--- config.mk ---
export PLATFORM = sky130hd
export DESIGN_NAME = layer2_loader
export DESIGN_NICKNAME = d
export VERILOG_FILES = /design/src/rtl/layer2_loader_pkg.sv /design/src/rtl/layer2_loader_window_addr_gen.sv /design/src/rtl/layer2_loader.sv
export SDC_FILE = /design/constraint.sdc
export NUM_CORES = 1
export LEC_CHECK = 0
export ABC_AREA = 1
export CAP_MARGIN = 20
export CORE_ASPECT_RATIO = 0.6
export CORE_MARGIN = 10
export CORE_UTILIZATION = 49
export DETAILED_ROUTE_END_ITERATION = 7
export PLACE_DENSITY = 0.86
export SKIP_LAST_GASP = 1
export SLEW_MARGIN = 20
export SYNTH_ARGS = -nofsm -noshare
export SYNTH_HDL_FRONTEND = slang
export SYNTH_SLANG_ARGS = --single-unit
--- constraint.sdc ---
create_clock -name clk -period 4.5 [get_ports clk]
set_input_delay 0.675 -clock clk [delete_from_list [all_inputs] [get_ports clk]]
set_output_delay 0.675 -clock clk [all_outputs]
set_load 0.005 [all_outputs]
--- src/rtl/layer2_loader_pkg.sv ---
// Shared constants for the pooled-map ping-pong buffer and the loader FSM encoding.
// Latency: n/a (package only).
// Backpressure: n/a (package only).
package layer2_loader_pkg;

  localparam int DATA_W     = 16;   // signed pixel width
  localparam int ADDR_W     = 9;    // buffer address width
  localparam int MAP_W      = 12;   // pooled map side length
  localparam int K          = 5;    // layer-2 kernel side length
  localparam int BANK1_BASE = 200;  // bank 0 sits at address 0

  // Window positions per side and the counter width that holds 0..MAP_W-1.
  localparam int OUT_N = MAP_W - K + 1;
  localparam int CNT_W = $clog2(MAP_W);

  typedef enum logic [1:0] {
    IDLE  = 2'd0,
    RUN   = 2'd1,
    DRAIN = 2'd2
  } state_t;

endpackage

--- src/rtl/layer2_loader_window_addr_gen.sv ---
// Sliding-window address generator: kc (fastest), kr, oc, orow (slowest) over one map.
// Latency: address/flags are combinational from the counters; counters step on issue_i.
// Backpressure: counters hold whenever issue_i is low.
// Ports: clk_i/reset_i, issue_i step strobe, base_i bank base, addr_o read address,
//        win_last_o current pixel closes a window, map_final_o current pixel is the last of the map.
module layer2_loader_window_addr_gen
  import layer2_loader_pkg::*;
(
  input  logic              clk_i,
  input  logic              reset_i,
  input  logic              issue_i,
  input  logic [ADDR_W-1:0] base_i,
  output logic [ADDR_W-1:0] addr_o,
  output logic              win_last_o,
  output logic              map_final_o
);

  localparam logic [CNT_W-1:0] KMAX = CNT_W'(K - 1);
  localparam logic [CNT_W-1:0] OMAX = CNT_W'(MAP_W - K);
  localparam logic [CNT_W-1:0] ONE  = CNT_W'(1);

  logic [CNT_W-1:0] kc_q, kc_d, kr_q, kr_d, oc_q, oc_d, orow_q, orow_d;
  logic [ADDR_W-1:0] row, col;

  // Odometer-style carry chain; after the final pixel every counter wraps to 0,
  // so the next map always starts at base+0.
  always_comb begin
    kc_d   = kc_q;
    kr_d   = kr_q;
    oc_d   = oc_q;
    orow_d = orow_q;
    if (issue_i) begin
      if (kc_q == KMAX) begin
        kc_d = '0;
        if (kr_q == KMAX) begin
          kr_d = '0;
          if (oc_q == OMAX) begin
            oc_d   = '0;
            orow_d = (orow_q == OMAX) ? '0 : orow_q + ONE;
          end else begin
            oc_d = oc_q + ONE;
          end
        end else begin
          kr_d = kr_q + ONE;
        end
      end else begin
        kc_d = kc_q + ONE;
      end
    end
  end

  always_ff @(posedge clk_i) begin
    if (reset_i) begin
      kc_q   <= '0;
      kr_q   <= '0;
      oc_q   <= '0;
      orow_q <= '0;
    end else begin
      kc_q   <= kc_d;
      kr_q   <= kr_d;
      oc_q   <= oc_d;
      orow_q <= orow_d;
    end
  end

  // Highest address is 343, which fits ADDR_W bits, so ADDR_W-wide math cannot wrap.
  assign row         = ADDR_W'(orow_q) + ADDR_W'(kr_q);
  assign col         = ADDR_W'(oc_q) + ADDR_W'(kc_q);
  assign addr_o      = base_i + row * ADDR_W'(MAP_W) + col;
  assign win_last_o  = (kr_q == KMAX) && (kc_q == KMAX);
  assign map_final_o = win_last_o && (oc_q == OMAX) && (orow_q == OMAX);

endmodule

--- src/rtl/layer2_loader.sv ---
// Reads a finished 12x12 pooled map out of the ping-pong buffer as 5x5 stride-1 windows.
// Latency: one cycle from ram_ren to data_valid; first beat 2 cycles after save_finish rises.
// Backpressure: valid/ready; no read is issued while a beat is held, so ram_dout/dataout freeze.
// Ports: save_finish/flag from the writer, ram_addr/ram_ren/ram_dout to the buffer,
//        dataout/data_valid/data_ready/window_last to the conv engine, load_busy/load_finish/overrun status.
module layer2_loader
  import layer2_loader_pkg::*;
(
  input  logic              clk,
  input  logic              reset,
  input  logic              save_finish,
  input  logic              flag,
  input  logic [DATA_W-1:0] ram_dout,
  output logic [ADDR_W-1:0] ram_addr,
  output logic              ram_ren,
  output logic [DATA_W-1:0] dataout,
  output logic              data_valid,
  input  logic              data_ready,
  output logic              window_last,
  output logic              load_busy,
  output logic              load_finish,
  output logic              overrun
);

  state_t            state_q, state_d;
  logic              save_finish_q;
  logic [ADDR_W-1:0] rd_base_q, rd_base_d;
  logic              data_valid_q, data_valid_d;
  logic              window_last_q, window_last_d;
  logic              overrun_q, overrun_d;

  logic start, issue, handshake, win_last, map_final;

  assign start     = save_finish && !save_finish_q;
  assign handshake = data_valid_q && data_ready;
  assign issue     = (state_q == RUN) && (!data_valid_q || data_ready);

  layer2_loader_window_addr_gen u_addr_gen (
    .clk_i       (clk),
    .reset_i     (reset),
    .issue_i     (issue),
    .base_i      (rd_base_q),
    .addr_o      (ram_addr),
    .win_last_o  (win_last),
    .map_final_o (map_final)
  );

  always_comb begin
    state_d       = state_q;
    rd_base_d     = rd_base_q;
    data_valid_d  = data_valid_q;
    window_last_d = window_last_q;
    // A start that arrives while a map is still in flight (including the cycle
    // its last beat is accepted) is only flagged; the current map carries on.
    overrun_d     = overrun_q || (start && (state_q != IDLE));

    case (state_q)
      IDLE: begin
        if (start) begin
          state_d   = RUN;
          // The writer has already flipped flag, so the finished bank is the other one.
          rd_base_d = flag ? '0 : ADDR_W'(BANK1_BASE);
        end
      end
      RUN: begin
        if (issue && map_final) state_d = DRAIN;
      end
      DRAIN: begin
        if (handshake) state_d = IDLE;
      end
      default: state_d = IDLE;
    endcase

    if (issue) begin
      data_valid_d  = 1'b1;
      window_last_d = win_last;
    end else if (handshake) begin
      data_valid_d  = 1'b0;
    end
  end

  always_ff @(posedge clk) begin
    if (reset) begin
      state_q       <= IDLE;
      save_finish_q <= 1'b0;
      rd_base_q     <= '0;
      data_valid_q  <= 1'b0;
      window_last_q <= 1'b0;
      overrun_q     <= 1'b0;
    end else begin
      state_q       <= state_d;
      save_finish_q <= save_finish;
      rd_base_q     <= rd_base_d;
      data_valid_q  <= data_valid_d;
      window_last_q <= window_last_d;
      overrun_q     <= overrun_d;
    end
  end

  assign ram_ren     = issue;
  assign dataout     = ram_dout;
  assign data_valid  = data_valid_q;
  assign window_last = window_last_q;
  assign overrun     = overrun_q;
  // The finish pulse coincides with acceptance of the last beat; busy drops in that same cycle.
  assign load_finish = (state_q == DRAIN) && handshake;
  assign load_busy   = (state_q != IDLE) && !load_finish;

endmodule

==> impl_metrics.xml, run 1 <==
<?xml version="1.0" encoding="UTF-8"?>
<metrics>
  <group name="timing">
    <metric name="max_freq" unit="MHz">230</metric>
    <metric name="setup_viol" unit="">0</metric>
    <metric name="timing.final.hold_violations" unit="">0</metric>
    <metric name="finClkSkew" unit="ns">0.00346</metric>
    <metric name="worst_slew_margin_rel" unit="%">62.3</metric>
    <metric name="worst-slew-pin-transition" unit="ns">0.563</metric>
    <metric name="final.min_clock_period" unit="ns">4.34</metric>
    <metric name="grt_setup_unrepaired" unit="">no</metric>
    <metric name="timing_max_transition_violations_final" unit="">0</metric>
    <metric name="fin_setup_tns" unit="ns">0</metric>
    <metric name="layout_worst_path_cycle_share" unit="%">96.4</metric>
  </group>
  <group name="placed_design">
    <metric name="postPlaceCellArea" unit="µm²">2060</metric>
    <metric name="dp_hpwl" unit="mm">3.14</metric>
    <metric name="place.gp.congestion" unit="">0.844</metric>
    <metric name="numPortBuffers" unit="">19</metric>
  </group>
  <group name="yosys">
    <metric name="post-synth-top-count-cell" unit="">sky130_fd_sc_hd__nand2_1</metric>
    <metric name="post-synth-top-area-cell" unit="">sky130_fd_sc_hd__dfxtp_1</metric>
    <metric name="yosys.area.top_type_share" unit="%">23.9</metric>
    <metric name="post_synth.cell_area_avg" unit="µm²">7.86</metric>
    <metric name="synth_edf_count" unit="">0</metric>
    <metric name="commonest_cells_in_the_netlist" unit="">sky130_fd_sc_hd__nand2_1 (47), sky130_fd_sc_hd__ha_1 (27), sky130_fd_sc_hd__dfxtp_1 (23), sky130_fd_sc_hd__a21oi_1 (22), sky130_fd_sc_hd__inv_1 (22)</metric>
    <metric name="postSynth.asyncResetShare" unit="%">0</metric>
    <metric name="post_synth_instance_area" unit="µm²">1930</metric>
    <metric name="yosysUniqueCellTypes" unit="">28</metric>
    <metric name="warning_count_from_the_yosys_run" unit="">0</metric>
    <metric name="synth.area.top_cells" unit="">sky130_fd_sc_hd__dfxtp_1 (24%), sky130_fd_sc_hd__ha_1 (18%), sky130_fd_sc_hd__nand2_1 (9.2%), sky130_fd_sc_hd__buf_4 (6.2%), sky130_fd_sc_hd__a21oi_1 (5.7%)</metric>
    <metric name="synth_sequential_area_ratio" unit="%">23.9</metric>
    <metric name="synth_fp_nets" unit="">298</metric>
    <metric name="ys.flop_type" unit="">sky130_fd_sc_hd__dfxtp_1</metric>
    <metric name="ys_seq_elements" unit="">23</metric>
    <metric name="syn_inst" unit="">245</metric>
  </group>
  <group name="global_routing">
    <metric name="overall_track_demand_over_capacity_in_global_routing" unit="%">11.7</metric>
    <metric name="grt_remaining_overflow" unit="">0</metric>
    <metric name="first_global_vias" unit="">1535</metric>
    <metric name="largest_net_degree_at_the_start_of_global_routing" unit="">15</metric>
    <metric name="grt_pass1_wl" unit="mm">6.66</metric>
    <metric name="antenna_found_initial" unit="">0</metric>
  </group>
  <group name="critical_path">
    <metric name="data_arrival_time_of_the_critical_path" unit="ns">3.67</metric>
    <metric name="cp_data_required_time" unit="ns">3.83</metric>
    <metric name="worstReg2RegEnd" unit="">u_addr_gen.kr_q[2]</metric>
    <metric name="crit-reg2reg-launch" unit="">u_addr_gen.kc_q[1]</metric>
    <metric name="end_kind" unit="">output pin</metric>
    <metric name="start_kind" unit="">flop</metric>
    <metric name="worst_path_cell_trace" unit="">ha_1 &gt; fa_2 &gt; ha_2 &gt; fa_2 &gt; ha_4 &gt; fa_1 &gt; nand3_1 &gt; nand2_1 &gt; xor2_1 &gt; clkdlybuf4s50_1</metric>
    <metric name="reg2regPathDepth" unit="">7</metric>
    <metric name="path_max_fanout" unit="">6</metric>
    <metric name="rrSetupSlack" unit="ns">2.99</metric>
    <metric name="critical-path-slowest-cell" unit="">sky130_fd_sc_hd__fa_2</metric>
    <metric name="slowest_delay" unit="ns">0.56</metric>
    <metric name="worstSetupPathType" unit="">flop to output pin</metric>
    <metric name="crit_top_cell" unit="">sky130_fd_sc_hd__fa_2</metric>
  </group>
  <group name="worst_hold_path">
    <metric name="holdPathEnd" unit="">overrun</metric>
    <metric name="worst_hold_startpoint" unit="">overrun</metric>
    <metric name="whs_path_cells" unit="">2</metric>
    <metric name="min-delay-path-class" unit="">flop to flop</metric>
  </group>
  <group name="drt">
    <metric name="drc" unit="">0</metric>
    <metric name="drt_wl_total" unit="mm">3.95</metric>
    <metric name="vias_per_cell" unit="">5.28</metric>
    <metric name="final_antenna_net_count" unit="">0</metric>
    <metric name="first_iter_violations" unit="">106</metric>
    <metric name="routedWlPerCell" unit="µm">13.2</metric>
    <metric name="detail_route.first_pass.iterations" unit="">4</metric>
    <metric name="total_via_count_in_the_routed_design" unit="">1583</metric>
  </group>
  <group name="cells_and_area">
    <metric name="layout.nets" unit="">307</metric>
    <metric name="seq_area" unit="µm²">468</metric>
    <metric name="antennaDiodeCount" unit="">0</metric>
    <metric name="final_cell_area" unit="µm²">2170</metric>
    <metric name="layout-drive-gt1-share" unit="%">13.0</metric>
    <metric name="final.fill_count" unit="">334</metric>
    <metric name="footprint_of_the_multi_input_gates" unit="µm²">1290</metric>
    <metric name="layout-area-overhead-vs-synth" unit="%">12.4</metric>
  </group>
  <group name="die">
    <metric name="floorplan.initialDensity" unit="%">51.8</metric>
    <metric name="fp.dieH" unit="µm">68.6</metric>
    <metric name="io_pins" unit="">52</metric>
    <metric name="placeableCoreArea" unit="µm²">3720</metric>
    <metric name="x_dimension_of_the_die" unit="µm">101</metric>
    <metric name="die_area" unit="µm²">6920</metric>
    <metric name="rows" unit="">17</metric>
  </group>
  <group name="clocking">
    <metric name="cts_tree" unit="">built</metric>
    <metric name="clock_insertion_delay_worst_skew" unit="ns">0.27</metric>
    <metric name="clock_root_buffer" unit="">sky130_fd_sc_hd__clkbuf_8</metric>
    <metric name="number_of_buffers_created_by_cts" unit="">3</metric>
    <metric name="clk_transition_reported_paths" unit="ns">0.09</metric>
    <metric name="htree_num_levels" unit="">1</metric>
    <metric name="tritoncts_num_sinks" unit="">23</metric>
    <metric name="max-clock-path-buffers" unit="">2</metric>
  </group>
  <group name="power">
    <metric name="ir_drop" unit="mV">0.188</metric>
    <metric name="p_leak" unit="nW">1.07</metric>
    <metric name="power.density" unit="nW/µm²">184</metric>
    <metric name="cell_internal_pwr" unit="µW">295</metric>
    <metric name="net-switching-power" unit="µW">104</metric>
    <metric name="p_comb_share" unit="%">13.4</metric>
    <metric name="sw_frac_of_total" unit="%">26.0</metric>
    <metric name="sequentialPowerShare" unit="%">53.8</metric>
    <metric name="clkPwrFrac" unit="%">32.8</metric>
  </group>
  <group name="status">
    <metric name="status" unit="">finished clean</metric>
  </group>
  <group name="run">
    <metric name="cap_viol_max_count" unit="">0</metric>
  </group>
</metrics>
-- timing repair --
action                                  4_1_cts  5_1_grt
hold buffers                                  0        0
gates resized for setup                       7        6
endpoints found under the setup margin        2        2
pin swaps                                     1        2
setup buffers                                 1        0
-- worst max path at each step --
stage / from / end / slack, ns / cells past startpoint
2_1_floorplan: u_addr_gen.orow_q[0] / ram_addr[8] / 0.79 / 16
3_3_place_gp: u_addr_gen.orow_q[0] / ram_addr[8] / 0.21 / 16
3_5_place_dp: u_addr_gen.orow_q[0] / ram_addr[8] / 0.12 / 16
4_1_cts: u_addr_gen.orow_q[0] / ram_addr[8] / 0.009 / 16
5_1_grt: u_addr_gen.orow_q[0] / ram_addr[7] / 0.02 / 10
6_report: u_addr_gen.orow_q[0] / ram_addr[7] / 0.16 / 10
-- power by group through the flow --
stage / Sequential [mW] / Combinational [mW] / Clock [mW]
floorplan: 0.218 / 0.0409 / 0
global placement: 0.220 / 0.0513 / 0
detailed placement: 0.220 / 0.0522 / 0
CTS: 0.214 / 0.0528 / 0.134
global route: 0.215 / 0.0602 / 0.142
finish: 0.215 / 0.0534 / 0.131
-- state kept, by name (all words and copies together) (netlist names) --
name	cells
u_addr_gen.oc_q	4
u_addr_gen.orow_q	4
data_valid	1
rd_base_q	1
u_addr_gen.kr_q	4
overrun	1
save_finish_q	1
state_q	2
window_last	1
u_addr_gen.kc_q	4
-- cell families after synthesis --
family	synth area share (%)
flip-flops	23.9
AO/OA/AOI/OAI	8.77
adder cells (fa/ha/maj)	22.7
buffers and inverters	11.5
XOR/XNOR	6.36
AND/OR/NAND/NOR	26.8
-- layer usage --
metal / global-route usage, % / wire length [µm] / vias up / share of wire (%)
met1: 14.3 / 1940 / 728 / 49
met2: 19.7 / 1680 / 48 / 43
met3: 4.66 / 328 / 0 / 8.3
met5: 0 / 0 / - / 0
li1: - / - / 807 / -
met4: 2.08 / 0 / 0 / 0
-- stage by stage --
stage / setup slack (ns) / util (%) / hold WS [ns] / std cells / total power, mW
floorplan: 0.791 / - / 0.462 / 245 / 0.259
global placement: 0.211 / 55.3 / 0.452 / 295 / 0.271
detailed placement: 0.119 / 55.3 / 0.469 / 295 / 0.272
CTS: 0.00871 / 57.3 / 0.484 / 300 / 0.402
global route: 0.0220 / 58.2 / 0.522 / 300 / 0.417
finish: 0.160 / 58.2 / 0.476 / 300 / 0.399
-- worst max-delay path: cells and delay by family, from the launching register on --
kind	cells	cell delay, ns
and+or+nand+nor	2	0.17
buffers and inverters	1	0.52
adders and majority gates	6	2.20
DFF	1	0.37
xor gates and xnor gates	1	0.13
-- layout make-up --
type                            count  area share [%]
Timing Repair Buffer               21            9.59
Multi-Input combinational cell    179            59.4
Inverter                           26            4.51
Tap cell                           47            2.72
Clock inverter                      1           0.231
Sequential cell                    23            21.6
Clock buffer                        3            1.91
-- layout by cell type (no fill, tap or decap), types with 2 or more instances in the layout --
| cell type | instances |
|---|---|
| sky130_fd_sc_hd__a21oi_1 | 22 |
| sky130_fd_sc_hd__nand2_1 | 47 |
| sky130_fd_sc_hd__xor2_1 | 11 |
| sky130_fd_sc_hd__xnor2_1 | 2 |
| sky130_fd_sc_hd__dfxtp_1 | 19 |
| sky130_fd_sc_hd__fa_2 | 2 |
| sky130_fd_sc_hd__dfxtp_2 | 3 |
| sky130_fd_sc_hd__ha_2 | 2 |
| sky130_fd_sc_hd__nor3_1 | 6 |
| sky130_fd_sc_hd__nand2_2 | 2 |
| sky130_fd_sc_hd__fa_1 | 3 |
| sky130_fd_sc_hd__clkdlybuf4s50_1 | 18 |
| sky130_fd_sc_hd__nor3b_2 | 2 |
| sky130_fd_sc_hd__nand2_4 | 2 |
| sky130_fd_sc_hd__inv_1 | 22 |
| sky130_fd_sc_hd__clkbuf_8 | 3 |
| sky130_fd_sc_hd__inv_2 | 3 |
| sky130_fd_sc_hd__nor2_1 | 19 |
| sky130_fd_sc_hd__o21ai_1 | 2 |
| sky130_fd_sc_hd__o21bai_1 | 2 |
| sky130_fd_sc_hd__nor2_4 | 4 |
| sky130_fd_sc_hd__buf_4 | 2 |
| sky130_fd_sc_hd__nand3_1 | 14 |
| sky130_fd_sc_hd__ha_1 | 23 |
| sky130_fd_sc_hd__nand4_1 | 4 |
| sky130_fd_sc_hd__ha_4 | 2 |
| sky130_fd_sc_hd__o21ai_0 | 2 |
No activity file was read; power rests on OpenSTA's default activity.
==> run 2, diff against run 1 <==
--- a/config.mk
+++ b/config.mk
@@ -7,7 +7,7 @@
 export LEC_CHECK = 0
 export ABC_AREA = 1
 export CAP_MARGIN = 20
-export CORE_ASPECT_RATIO = 0.6
+export CORE_ASPECT_RATIO = 0.9
 export CORE_MARGIN = 10
 export CORE_UTILIZATION = 49
 export DETAILED_ROUTE_END_ITERATION = 7
==> run 2 against run 1 <==
Compared with the run above:
- design area rose by 1.8%
- die area fell by 1.1%
- critical path type unchanged
- first-iteration DRC count fell by 23%
- non-clock buffer count did not move
- clock skew fell by 0.0011 ns
- sequential cell count did not move
- utilization rose by 0.52 points
- largest cell class unchanged
- global-route usage barely moved
- worst hold slack got worse by 0.010 ns
==> impl_metrics.xml, run 2 (synthesized netlist as in run 1, its figures left out) <==
<?xml version="1.0" encoding="UTF-8"?>
<metrics>
  <group name="clocking">
    <metric name="tritoncts_num_sinks" unit="">23</metric>
    <metric name="hold_buffers" unit="">0</metric>
    <metric name="clk_transition_reported_paths" unit="ns">0.08</metric>
    <metric name="clock_root_buffer" unit="">sky130_fd_sc_hd__clkbuf_8</metric>
    <metric name="max-clock-path-buffers" unit="">2</metric>
    <metric name="clock_insertion_delay_worst_skew" unit="ns">0.26</metric>
    <metric name="cts_tree" unit="">built</metric>
    <metric name="htree_num_levels" unit="">1</metric>
    <metric name="number_of_buffers_created_by_cts" unit="">3</metric>
  </group>
  <group name="global_routing">
    <metric name="grt_use_met2" unit="%">20.2</metric>
    <metric name="grt.met1_usage" unit="%">12.7</metric>
    <metric name="grt_remaining_overflow" unit="">0</metric>
    <metric name="overall_track_demand_over_capacity_in_global_routing" unit="%">11.7</metric>
    <metric name="first_global_vias" unit="">1585</metric>
    <metric name="grt_pass1_wl" unit="mm">6.73</metric>
    <metric name="largest_net_degree_at_the_start_of_global_routing" unit="">15</metric>
    <metric name="grtUsageMet3" unit="%">4.29</metric>
    <metric name="grt.busiest_layer" unit="">met2</metric>
    <metric name="antenna_found_initial" unit="">0</metric>
  </group>
  <group name="die">
    <metric name="rows" unit="">21</metric>
    <metric name="io_pins" unit="">52</metric>
    <metric name="x_dimension_of_the_die" unit="µm">86.1</metric>
    <metric name="placeableCoreArea" unit="µm²">3760</metric>
    <metric name="floorplan.initialDensity" unit="%">51.3</metric>
    <metric name="fp.dieH" unit="µm">79.5</metric>
    <metric name="die_area" unit="µm²">6840</metric>
  </group>
  <group name="critical_path">
    <metric name="end_kind" unit="">output pin</metric>
    <metric name="cp_data_required_time" unit="ns">3.83</metric>
    <metric name="path_max_fanout" unit="">5</metric>
    <metric name="worstSetupPathType" unit="">flop to output pin</metric>
    <metric name="data_arrival_time_of_the_critical_path" unit="ns">3.60</metric>
    <metric name="start_kind" unit="">flop</metric>
  </group>
  <group name="drt">
    <metric name="drc" unit="">0</metric>
    <metric name="first_iter_violations" unit="">82</metric>
    <metric name="total_via_count_in_the_routed_design" unit="">1511</metric>
    <metric name="detail_route.first_pass.iterations" unit="">4</metric>
    <metric name="drt_wl_total" unit="mm">3.94</metric>
    <metric name="final_antenna_net_count" unit="">0</metric>
    <metric name="vias_per_cell" unit="">5.05</metric>
    <metric name="routedWlPerCell" unit="µm">13.2</metric>
  </group>
  <group name="timing">
    <metric name="timing.final.hold_violations" unit="">0</metric>
    <metric name="final.min_clock_period" unit="ns">4.27</metric>
    <metric name="grt_setup_unrepaired" unit="">no</metric>
    <metric name="worst-slew-pin-transition" unit="ns">0.522</metric>
    <metric name="timing_max_transition_violations_final" unit="">0</metric>
    <metric name="worst_slew_margin_rel" unit="%">65.1</metric>
    <metric name="setup_viol" unit="">0</metric>
    <metric name="layout_worst_path_cycle_share" unit="%">95.0</metric>
    <metric name="finClkSkew" unit="ns">0.00239</metric>
    <metric name="max_freq" unit="MHz">234</metric>
    <metric name="fin_setup_tns" unit="ns">0</metric>
  </group>
  <group name="placed_design">
    <metric name="numPortBuffers" unit="">19</metric>
    <metric name="place.gp.congestion" unit="">0.853</metric>
    <metric name="placed_cells" unit="">293</metric>
    <metric name="dp_hpwl" unit="mm">3.08</metric>
  </group>
  <group name="power">
    <metric name="cell_internal_pwr" unit="µW">296</metric>
    <metric name="power.density" unit="nW/µm²">179</metric>
    <metric name="ir_drop" unit="mV">0.226</metric>
    <metric name="sequentialPowerShare" unit="%">53.8</metric>
    <metric name="p_comb_share" unit="%">13.7</metric>
    <metric name="p_leak" unit="nW">1.07</metric>
    <metric name="clkPwrFrac" unit="%">32.4</metric>
    <metric name="net-switching-power" unit="µW">99.4</metric>
    <metric name="sw_frac_of_total" unit="%">25.1</metric>
  </group>
  <group name="run">
    <metric name="cap_viol_max_count" unit="">0</metric>
  </group>
  <group name="cells_and_area">
    <metric name="layout_commonest_cell" unit="">sky130_fd_sc_hd__nand2_1</metric>
    <metric name="layout-area-overhead-vs-synth" unit="%">14.5</metric>
    <metric name="antennaDiodeCount" unit="">0</metric>
    <metric name="layout.cells.most_common_list" unit="">sky130_fd_sc_hd__nand2_1 (46), sky130_fd_sc_hd__inv_1 (22), sky130_fd_sc_hd__ha_1 (22)</metric>
    <metric name="layout.nets" unit="">307</metric>
    <metric name="final_cells" unit="">299</metric>
    <metric name="layout-drive-gt1-share" unit="%">14.2</metric>
    <metric name="final.fill_count" unit="">328</metric>
  </group>
  <group name="status">
    <metric name="status" unit="">finished clean</metric>
  </group>
  <group name="worst_hold_path">
    <metric name="min-delay-path-class" unit="">flop to flop</metric>
  </group>
</metrics>
[run 2: per-layer routing]
metal | part of all wire [%] | wire [µm]
met5 | 0 | 0
met4 | 1.2 | 46
met3 | 5.5 | 218
met2 | 52 | 2040
met1 | 41 | 1630
[run 2: final timing paths]
| path | to | slack [ns] | startpoint | cells after the start |
|---|---|---|---|---|
| hold reg to reg | window_last | 0.47 | window_last | 2 |
| hold / removal | window_last | 0.47 | window_last | 2 |
| setup / recovery | ram_addr[7] | 0.23 | u_addr_gen.orow_q[0] | 10 |
| setup reg to reg | u_addr_gen.kr_q[2] | 3.02 | u_addr_gen.kr_q[1] | 7 |
[run 2: timing repair]
item	in CTS	in global routing
hold endpoints to repair	0	0
setup endpoints to repair	1	2
gates resized for setup	9	11
buffers inserted	1	1
pin swaps	1	4
[run 2: final cells by class]
type                       count  area (µm²)  area share, %
inverter                      26        97.6           4.42
tap                           46        57.6           2.61
clock buffer                   4        45.0           2.04
timing repair buffer          21         208           9.42
sequential                    23         469           21.3
multi-input combinational    179        1330           60.2
[run 2: stage by stage]
step           cell area, µm²  hold slack, ns  utilization [%]  total power [mW]  setup slack (ns)
2_1_floorplan            1930           0.462                -             0.259             0.791
3_5_place_dp             2050           0.461             54.6             0.273            0.0580
6_report                 2210           0.466             58.7             0.396             0.226
3_3_place_gp             2050           0.448             54.6             0.271             0.231
5_1_grt                  2210           0.529             58.7             0.418            0.0416
4_1_cts                  2130           0.472             56.6             0.401           0.00130
[run 2: power by group through the flow]
stage | clock network [mW] | registers (mW) | logic, mW
final | 0.128 | 0.213 | 0.0543
after floorplan | 0 | 0.218 | 0.0409
after detailed placement | 0 | 0.219 | 0.0532
after global routing | 0.143 | 0.214 | 0.0609
after CTS | 0.133 | 0.214 | 0.0535
after global placement | 0 | 0.219 | 0.0516
[run 2: worst max-delay path: stages (launching register included)]
cell and delay, ns:
sky130_fd_sc_hd__dfxtp_4 0.37, sky130_fd_sc_hd__ha_4 0.17, sky130_fd_sc_hd__fa_2 0.36, sky130_fd_sc_hd__xor2_2 0.29, sky130_fd_sc_hd__fa_2 0.51, sky130_fd_sc_hd__ha_1 0.35
sky130_fd_sc_hd__fa_1 0.47, sky130_fd_sc_hd__nand3_1 0.10, sky130_fd_sc_hd__nand2_1 0.06, sky130_fd_sc_hd__xor2_1 0.12, sky130_fd_sc_hd__clkdlybuf4s50_1 0.52
